==> config.mk <==
export PLATFORM = sky130hd
export DESIGN_NAME = mem_access_unit
export DESIGN_NICKNAME = d
export VERILOG_FILES = /design/src/rtl/mem_access_unit.sv
export SDC_FILE = /design/constraint.sdc
export NUM_CORES = 1
export LEC_CHECK = 0
export CAP_MARGIN = 30
export CORE_UTILIZATION = 35
export DETAILED_ROUTE_END_ITERATION = 12
export PLACE_DENSITY = 0.65
export SLEW_MARGIN = 20
export SYNTH_ARGS = -nofsm -noshare
export SYNTH_HDL_FRONTEND = slang
export SYNTH_SLANG_ARGS = --single-unit
==> constraint.sdc <==
create_clock -name clk -period 10.9 [get_ports clk]
set_clock_uncertainty 0.2 [all_clocks]
set_input_delay 3.27 -clock clk [delete_from_list [all_inputs] [get_ports clk]]
set_output_delay 3.27 -clock clk [all_outputs]
set_load 0.1 [all_outputs]
==> src/rtl/mem_access_unit.sv <==
`default_nettype none
// ============================================================================
//  Module      : mem_access_unit
//  Description : MEM-stage data-memory access unit. Turns the stage's
//                load/store request into a handshaked memory transaction,
//                steers byte lanes, extends load data and stalls the
//                pipeline until the memory responds or the wait limit hits.
//  Revision    : 1.0  initial release
// ============================================================================
module mem_access_unit #(
  parameter int WAIT_LIMIT = 0
) (
  input  logic        clk,
  input  logic        rst,
  input  logic        memMemRead,
  input  logic        memMemWrite,
  input  logic [1:0]  memSize,
  input  logic        memSigned,
  input  logic [31:0] memAluOut,
  input  logic [31:0] memWriteData,
  output logic [31:0] memMemOut,
  output logic        memStall,
  output logic        memAddrErr,
  output logic        memBusErr,
  output logic        dmemReq,
  output logic        dmemWe,
  output logic [29:0] dmemAddr,
  output logic [3:0]  dmemBe,
  output logic [31:0] dmemWdata,
  input  logic [31:0] dmemRdata,
  input  logic        dmemReady
);

  // A zero limit disables the abort path entirely.
  localparam logic        HAS_LIMIT = (WAIT_LIMIT != 0);
  // The abort fires during the WAIT_LIMIT-th REQ cycle, i.e. when the
  // counter (cleared on entry) has counted WAIT_LIMIT-1 completed cycles.
  localparam logic [31:0] LIMIT_M1  = HAS_LIMIT ? 32'(WAIT_LIMIT - 1) : 32'd0;

  typedef enum logic [1:0] {
    IDLE = 2'd0,
    REQ  = 2'd1,
    DONE = 2'd2
  } state_t;

  state_t       state;
  state_t       state_nxt;

  logic         is_byte;
  logic         is_half;
  logic         mem_op;
  logic         misalign;
  logic         access;
  logic         enter_req;
  logic         leave_req;
  logic         timeout;
  logic [15:0]  wait_cnt;

  logic [3:0]   be_nxt;
  logic [31:0]  wdata_nxt;

  // Load attributes latched with the request so the capture does not depend
  // on the stage inputs staying put.
  logic         ld_is_load;
  logic [1:0]   ld_size;
  logic         ld_signed;
  logic [1:0]   ld_off;

  logic [7:0]   lane_byte;
  logic [15:0]  lane_half;
  logic [31:0]  load_val;

  assign is_byte = (memSize == 2'b00);
  assign is_half = (memSize == 2'b01);
  assign mem_op  = memMemRead | memMemWrite;

  // Alignment check: halves need addr[0]=0, words (and size 11) need addr[1:0]=0.
  always_comb begin
    misalign = 1'b0;
    if (is_half) begin
      misalign = memAluOut[0];
    end else if (!is_byte) begin
      misalign = (memAluOut[1:0] != 2'b00);
    end
  end

  assign memAddrErr = mem_op & misalign;
  assign access     = mem_op & ~misalign;

  assign timeout = HAS_LIMIT && ({16'd0, wait_cnt} >= LIMIT_M1);

  // State register; reset abandons any transaction in flight.
  always_ff @(posedge clk or posedge rst) begin
    if (rst) begin
      state <= IDLE;
    end else begin
      state <= state_nxt;
    end
  end

  // Next-state and handshake outputs; a ready response wins over a timeout.
  always_comb begin
    state_nxt = state;
    memStall  = 1'b0;
    dmemReq   = 1'b0;
    case (state)
      IDLE: begin
        if (access) state_nxt = REQ;
      end
      REQ: begin
        dmemReq = 1'b1;
        if (dmemReady || timeout) state_nxt = DONE;
      end
      DONE: begin
        state_nxt = access ? REQ : IDLE;
      end
      default: begin
        state_nxt = IDLE;
      end
    endcase
    memStall = access & (state != DONE);
  end

  assign enter_req = (state != REQ) && (state_nxt == REQ);
  assign leave_req = (state == REQ) && (state_nxt == DONE);

  // Store lane steering; loads always fetch the full word.
  always_comb begin
    be_nxt    = 4'b1111;
    wdata_nxt = 32'd0;
    if (memMemWrite) begin
      if (is_byte) begin
        be_nxt    = 4'b0001 << memAluOut[1:0];
        wdata_nxt = {4{memWriteData[7:0]}};
      end else if (is_half) begin
        be_nxt    = memAluOut[1] ? 4'b1100 : 4'b0011;
        wdata_nxt = {2{memWriteData[15:0]}};
      end else begin
        be_nxt    = 4'b1111;
        wdata_nxt = memWriteData;
      end
    end
  end

  // Request registers: loaded on entry to REQ, held through REQ, zeroed on exit.
  always_ff @(posedge clk or posedge rst) begin
    if (rst) begin
      dmemWe     <= 1'b0;
      dmemAddr   <= 30'd0;
      dmemBe     <= 4'd0;
      dmemWdata  <= 32'd0;
      ld_is_load <= 1'b0;
      ld_size    <= 2'b00;
      ld_signed  <= 1'b0;
      ld_off     <= 2'b00;
    end else if (enter_req) begin
      dmemWe     <= memMemWrite;
      dmemAddr   <= memAluOut[31:2];
      dmemBe     <= be_nxt;
      dmemWdata  <= wdata_nxt;
      ld_is_load <= memMemRead & ~memMemWrite;
      ld_size    <= memSize;
      ld_signed  <= memSigned;
      ld_off     <= memAluOut[1:0];
    end else if (leave_req) begin
      dmemWe     <= 1'b0;
      dmemBe     <= 4'd0;
      dmemWdata  <= 32'd0;
    end
  end

  // Wait counter: cleared on entry to REQ, counts REQ cycles, saturates.
  always_ff @(posedge clk or posedge rst) begin
    if (rst) begin
      wait_cnt <= 16'd0;
    end else if (enter_req) begin
      wait_cnt <= 16'd0;
    end else if ((state == REQ) && (wait_cnt != 16'hFFFF)) begin
      wait_cnt <= wait_cnt + 16'd1;
    end
  end

  // Pick the addressed lane from the returned word and extend it.
  always_comb begin
    lane_byte = 8'd0;
    case (ld_off)
      2'd0:    lane_byte = dmemRdata[7:0];
      2'd1:    lane_byte = dmemRdata[15:8];
      2'd2:    lane_byte = dmemRdata[23:16];
      default: lane_byte = dmemRdata[31:24];
    endcase
    lane_half = ld_off[1] ? dmemRdata[31:16] : dmemRdata[15:0];
    if (ld_size == 2'b00) begin
      load_val = {{24{ld_signed & lane_byte[7]}}, lane_byte};
    end else if (ld_size == 2'b01) begin
      load_val = {{16{ld_signed & lane_half[15]}}, lane_half};
    end else begin
      load_val = dmemRdata;
    end
  end

  // Load result only changes when a load completes with a ready response.
  always_ff @(posedge clk or posedge rst) begin
    if (rst) begin
      memMemOut <= 32'd0;
    end else if ((state == REQ) && dmemReady && ld_is_load) begin
      memMemOut <= load_val;
    end
  end

  // Bus-error pulse covers exactly the DONE cycle following an abort.
  always_ff @(posedge clk or posedge rst) begin
    if (rst) begin
      memBusErr <= 1'b0;
    end else begin
      memBusErr <= (state == REQ) && !dmemReady && timeout;
    end
  end

endmodule
`default_nettype wire

# Yosys cells after proc, flatten, opt, wreduce, memory -nomap -nowiden
# Index checks and enable logic that the tools add are counted.
# classes
div,0
reduce_logical,10
n_eq_ne,10
n_addsub,0
n_mux,24
bitwise,9
shift,1
multipliers,0
magnitude_cmp,0
# ops
operator,count
two-way mux 32 bit,7
two-way mux 4 bit,6
case mux 8 bit (3 select lines),1
two-way mux 16 bit,1
equality test 2 x 1 -> 1 bit (second input constant),5
logical NOT 2 bit,4
bitwise AND 1 bit,6
equality test 2 bit (second input constant),3
two-way mux 1 bit,6
case mux 2 bit (3 select lines),1
logical AND 1 bit,4
two-way mux 2 bit,2
nonzero test 2 bit,2
<< shifter 1 x 2 -> 4 bit (first input constant),1
inequality test 2 x 1 -> 1 bit (second input constant),1
inequality test 2 bit (second input constant),1
NOT 1 bit,2
OR 1 bit,1
# totals
latchBits,0
n_memories,0
ff_bits,107
wordCells,64
ram_bits,0
mem_bits_ro,0
in_bits,104

# Logic depth before layout (Yosys ltp)
# Gate-level depths: netlist of the first run.
# depth
ltp_word,11
mapped_depth,8

# Least setup slack after synthesis of the first run
# No wires, ideal clock.
# synth_path
kind,input to output
start,input memSize[1]
end,output memStall
required_ns,7.430
path_buffers,1
path_stages,4
arrival_ns,5.929
setup_slack_ns,1.501
path_cell_list,buf_2 a21oi_4 nor2_1 a211oi_1
# synth_via
elab_chain_cells,6
elab_cells_between_ends,7
cone_classes,eq/ne: 1; mux: 2; bitwise: 3; reduce/logical: 1
# synth_rtl
element,line,source
"start, declared",17,"input logic [1:0] memSize,"
logical NOT 2 bit,73,assign is_byte = (memSize == 2'b00);
two-way mux 1 bit,82,end else if (!is_byte) begin
two-way mux 1 bit *,80,if (is_half) begin
NOT 1 bit *,88,assign access = mem_op & ~misalign;
bitwise AND 1 bit *,88,
bitwise AND 1 bit *,121,memStall = access & (state != DONE);
"end, declared",22,"output logic memStall,"
# Every way passes the cells marked *; elsewhere a longest branch is shown, timed or not.

# Worst setup path after layout of the first run
# layout_path
start,input memSize[0]
end,output memStall
# Same word-level chain as after synthesis.

==> impl_metrics.env, run 1 <==
export IMPL_p_seq_share_pct=25.4
export IMPL_synth_main_ff_cell="dfrtp_1"
export IMPL_routedWlPerCell_um=18.2
export IMPL_cts_buffers=9
export IMPL_place_ws_ns=1.90
export IMPL_sw_frac_of_total_pct=55.5
export IMPL_vias=4280
export IMPL_dp_cells=799
export IMPL_hold_path_class="flip-flop to flip-flop"
export IMPL_cellPowerDensity_mw_per_mm2=323
export IMPL_cts_resized=0
export IMPL_min_period_ns=8.99
export IMPL_rsz0062_at_grt="false"
export IMPL_drt_iter0_markers=194
export IMPL_cts_hold_buf=0
export IMPL_fp_dieArea_mm2=0.0152
export IMPL_grt_pass1_vias=4475
export IMPL_status="finished clean"
export IMPL_cts_buffer_depth=2
export IMPL_place_area_mm2=0.00728
export IMPL_tightest_slew_ns=1.03
export IMPL_worst_ep_arrival_time_ns=5.52
export IMPL_die_x_um=123
export IMPL_setup_viol=0
export IMPL_drive_gt1_share_pct=12.1
export IMPL_critPathSlowestCell="clkdlybuf4s50_1"
export IMPL_synth_top_cell_by_area="dfrtp_1"
export IMPL_clk_latency_ns=0.34
export IMPL_grt_pass1_wl_mm=23.0
export IMPL_path_class="input pin to output pin"
export IMPL_ys_seq_area_share_pct=52.0
export IMPL_cp_required_ns=7.43
export IMPL_p_int_mw=1.10
export IMPL_multi_input_comb_area_mm2=0.00224
export IMPL_area_delta_synth_final_pct=47.9
export IMPL_fp_dieH_um=123
export IMPL_layout_setup_ws_ns=1.91
export IMPL_final_seq_area_mm2=0.00268
export IMPL_cts_tree="done"
export IMPL_drcViolationCount=0
export IMPL_dp_hpwl_mm=10.7
export IMPL_worstSetupStartpointType="input pin"
export IMPL_cts_max_level=3
export IMPL_netlist_instances=442
export IMPL_syn_nets=546
export IMPL_initial_core_util_pct=36.5
export IMPL_layoutNonFillerInstCount=816
export IMPL_setup_tns_final_ns=0
export IMPL_relSlewSlack_pct=31.4
export IMPL_ys_warn_count=0
export IMPL_ioPinCount=207
export IMPL_path_buf_inv=2
export IMPL_avgSynthCellArea_um2=11.6
export IMPL_power_leakage_nw=3.27
export IMPL_ff2ff_setup_slack_ns=8.44
export IMPL_maxCapViolCount=0
export IMPL_ir_worst_vdd_mv=0.181
export IMPL_end_kind="output pin"
export IMPL_vias_per_cell=5.25
export IMPL_core_area_mm2=0.0141
export IMPL_synth_area_top_cells="dfrtp_1 52%, mux2_4 7.9%, mux2i_1 5.4%"
export IMPL_crit_family="buffers and inverters"
export IMPL_grt_usage_pct=19.9
export IMPL_cts_setup_buffers=0
export IMPL_synth_edff_count=0
export IMPL_synth_seq_cells=107
export IMPL_synth_top_area_share_pct=52.0
export IMPL_first_pass_iters=5
export IMPL_gr_total_overflow=0
export IMPL_antenna_found_initial=0
export IMPL_fmax_ghz=0.111
export IMPL_netlist_area_mm2=0.00515
export IMPL_cts_sinks=107
export IMPL_cts_clk_slew_worst_paths_ns=0.07
export IMPL_power_mw=2.46
export IMPL_rows=43
export IMPL_io_buffers=205
export IMPL_root_buffer="clkbuf_16"
export IMPL_power_clock_fraction_pct=13.6
export IMPL_cpPeakStageDelay_ns=0.76
export IMPL_final_hold_viol_count=0
export IMPL_p_comb_share_pct=61.0
export IMPL_switchingPower_mw=1.37
export IMPL_cp_cell_sequence="clkdlybuf4s50_1 > nor2_2 > nor2_1 > a211oi_1 > buf_4"
export IMPL_wl_mm=14.9
export IMPL_synth_async_reset_ratio_pct=100
export IMPL_fill_cells=1236
export IMPL_gp_congestion=0.816
export IMPL_period_share_pct=82.5
export IMPL_grt_max_degree=68
export IMPL_diodes=0
export IMPL_slew_viol_final=0
export IMPL_fin_nets=735
export IMPL_fin_area_mm2=0.00761
export IMPL_synthDistinctLibCells=45
export IMPL_timing_hold_ws_ns=0.289
export IMPL_worstPathMaxFanout=13
export IMPL_ant_nets=0
export IMPL_utilization_pct=54.0
## kinds of logic (layout without fill, tap and decap cells)
kind of cell / Yosys count / in the layout / synth area share (%)
AOI/OAI and AO/OA: 115 / 115 / 16.8
buffers and inverters: 41 / 235 / 4.52
DFF: 107 / 107 / 52.0
muxes: 68 / 68 / 16.4
other: 1 / 1 / 0.0729
and+or+nand+nor: 110 / 110 / 10.2
## power groups by stage
stage                     Sequential, mW  Combinational (mW)  Clock, mW
after floorplan                     1.48               0.287          0
after global placement             0.625                1.49          0
after detailed placement           0.629                1.51          0
after CTS                          0.625                1.51      0.345
after global routing               0.641                1.56      0.363
final                              0.624                1.50      0.335
## state kept, by name, summed over array words and instances (netlist names)
register / flops
ld_signed: 1
ld_off: 2
dmemAddr: 30
state: 2
dmemWe: 1
memMemOut: 32
dmemBe: 4
ld_is_load: 1
dmemWdata: 32
ld_size: 2
## Yosys cell counts, types with 2 or more instances
| cell | number |
|---|---|
| nor2b_1 | 5 |
| inv_1 | 6 |
| and2_1 | 2 |
| a21oi_1 | 13 |
| o2bb2ai_1 | 16 |
| buf_2 | 12 |
| a22oi_1 | 8 |
| mux2i_1 | 28 |
| nor2_2 | 2 |
| mux2_2 | 12 |
| o41ai_1 | 6 |
| clkbuf_1 | 8 |
| a31oi_1 | 2 |
| dfrtp_1 | 107 |
| a22o_1 | 25 |
| buf_6 | 6 |
| o21ai_1 | 3 |
| mux2_4 | 27 |
| nor2_1 | 22 |
| buf_4 | 5 |
| o21ai_0 | 22 |
| nand2_1 | 41 |
| nand3_1 | 32 |
| o221ai_1 | 6 |
| buf_1 | 3 |
| a21o_1 | 4 |
## cells in the final DEF (no fill, tap or decap), types with 8 or more instances in the layout
master,Yosys,final
a21oi_1,13,13
a22o_1,25,25
a22oi_1,8,8
clkbuf_16,0,9
clkdlybuf4s50_1,0,203
dfrtp_1,107,107
mux2_2,12,12
mux2_4,27,27
mux2i_1,28,28
nand2_1,41,41
nand3_1,32,32
nor2_1,22,22
o21ai_0,22,22
o2bb2ai_1,16,16
## path summary, 6_finish.rpt
check                                   from             to  depth (start not counted)
worst max-delay path              memSize[0]       memStall                          5
worst min-delay path            memMemOut[4]   memMemOut[4]                          2
worst max register to register      state[1]  memMemOut[15]                          6
worst min register to register  memMemOut[4]   memMemOut[4]                          2
max in group asynchronous                rst    dmemAddr[0]                          4
min in group asynchronous                rst   dmemAddr[29]                          2
## worst reg2reg max path, cell delays in order (launching register included)
cell	delay, ns
dfrtp_1	0.40
and2b_4	0.27
nand2_2	0.09
inv_2	0.10
nand2_1	0.52
a31oi_2	0.62
a21oi_1	0.13
## routing by layer
layer / global-route usage, % / vias to the layer above / part of all wire [%]
met3: 5.63 / 16 / 7.6
met5: 0 / - / 0
met2: 32.2 / 166 / 48
met4: 7.38 / 0 / 1.4
met1: 25.3 / 2102 / 43
li1: - / 1996 / -
## final cells by class
type / count / share of cell area [%]
Multi-Input combinational cell: 294 / 29.4
Timing Repair Buffer: 212 / 28.1
Clock buffer: 12 / 3.37
Sequential cell: 107 / 35.2
Inverter: 7 / 0.378
Clock inverter: 4 / 0.641
Tap cell: 180 / 2.96
No activity file was read; power rests on OpenSTA's default activity.
==> run 2, diff against run 1 <==
Clock period 10.9 ns to 8.45 ns, I/O delays scaled along.
==> impl_metrics.env, run 2 (synthesized netlist as in run 1, its figures left out) <==
export IMPL_setup_viol=0
export IMPL_cellPowerDensity_mw_per_mm2=414
export IMPL_drcViolationCount=0
export IMPL_initial_core_util_pct=36.5
export IMPL_rsz0062_at_grt="false"
export IMPL_dp_cells=800
export IMPL_fin_area_mm2=0.00763
export IMPL_drt_iter0_markers=285
export IMPL_timing_hold_ws_ns=0.288
export IMPL_rr_worst_depth=6
export IMPL_cp_required_ns=5.72
export IMPL_dp_hpwl_mm=10.7
export IMPL_tightest_slew_ns=1.02
export IMPL_cts_buffers=9
export IMPL_worstSetupStartpointType="input pin"
export IMPL_worstPathMaxFanout=13
export IMPL_clk_latency_ns=0.35
export IMPL_status="finished clean"
export IMPL_io_buffers=205
export IMPL_path_class="input pin to output pin"
export IMPL_cts_hold_buf=0
export IMPL_antenna_found_initial=0
export IMPL_layoutNonFillerInstCount=817
export IMPL_die_x_um=123
export IMPL_fmax_ghz=0.130
export IMPL_hold_path_class="flip-flop to flip-flop"
export IMPL_routedWlPerCell_um=18.4
export IMPL_diodes=0
export IMPL_fp_dieH_um=123
export IMPL_maxCapViolCount=0
export IMPL_cts_buffer_depth=2
export IMPL_grt_pass1_wl_mm=23.3
export IMPL_ant_nets=0
export IMPL_reg_top3="dmemWdata (32), memMemOut (32), dmemAddr (30)"
export IMPL_cts_setup_buffers=0
export IMPL_cts_resized=0
export IMPL_period_share_pct=90.7
export IMPL_vias_per_cell=5.26
export IMPL_end_kind="output pin"
export IMPL_hold_depth=2
export IMPL_setup_tns_final_ns=0
export IMPL_cts_sinks=107
export IMPL_cts_max_level=3
export IMPL_area_delta_synth_final_pct=48.2
export IMPL_root_buffer="clkbuf_16"
export IMPL_layout_setup_ws_ns=0.786
export IMPL_vias=4297
export IMPL_rows=43
export IMPL_slew_viol_final=0
export IMPL_place_ws_ns=0.793
export IMPL_first_pass_iters=5
export IMPL_cts_clk_slew_worst_paths_ns=0.07
export IMPL_min_period_ns=7.66
export IMPL_power_mw=3.16
export IMPL_drive_gt1_share_pct=12.4
export IMPL_wl_mm=15.0
export IMPL_worst_ep_arrival_time_ns=4.93
export IMPL_core_area_mm2=0.0141
export IMPL_grt_max_degree=61
export IMPL_utilization_pct=54.1
export IMPL_final_hold_viol_count=0
export IMPL_layout_common_cells="203 x clkdlybuf4s50_1, 107 x dfrtp_1, 41 x nand2_1"
export IMPL_grt_pass1_vias=4450
export IMPL_gp_congestion=0.823
export IMPL_place_area_mm2=0.00732
export IMPL_ir_worst_vdd_mv=0.171
export IMPL_power_leakage_nw=3.26
export IMPL_fin_nets=736
export IMPL_final_common_cell="clkdlybuf4s50_1"
export IMPL_gr_total_overflow=0
export IMPL_ioPinCount=207
export IMPL_fp_dieArea_mm2=0.0152
export IMPL_cts_tree="done"
export IMPL_relSlewSlack_pct=31.5
export IMPL_grt_usage_pct=20.2
run 2: path summary, 6_finish.rpt:
check	to	slack [ns]	start
worst max-delay path	memStall	0.79	memSize[0]
worst min-delay path	memMemOut[1]	0.29	memMemOut[1]
worst max register to register	memMemOut[15]	5.97	state[1]
worst min register to register	memMemOut[1]	0.29	memMemOut[1]
max in group asynchronous	memMemOut[1]	4.44	rst
min in group asynchronous	dmemAddr[4]	2.41	rst
run 2: layout make-up:
cell class	count	area, um2
sequential	107	2680
inverter	7	28.8
multi-input combinational	294	2240
clock inverter	6	41.3
clock buffer	10	239
timing repair buffer	213	2180
tap	180	225
fill	1241	6470
run 2: worst max-delay path, cell delays in order:
cell	delay, ns
clkdlybuf4s50_1	0.78
nor2_2	0.77
nor2_1	0.21
a211oi_1	0.39
buf_12	0.23
run 2: where the power goes:
group	internal [mW]	switching (mW)	leakage, nW
clock network	0.208	0.193	0.130
logic	0.501	1.45	1.82
registers	0.676	0.127	1.32
run 2: per-layer routing:
layer	share of wire, %	vias up	GRT usage, %	wire (um)
met5	0	-	0	0
met4	2.3	0	8.66	352
met3	8.6	27	5.58	1300
met2	46	198	31.4	6990
met1	43	2074	26.5	6410
li1	-	1998	-	-
==> run 3, diff against run 2 <==
Settings changed: SLEW_MARGIN 20 to 10.
==> results of run 3 <==
No change in the layout: final DEF, timing and power equal those of run 2.
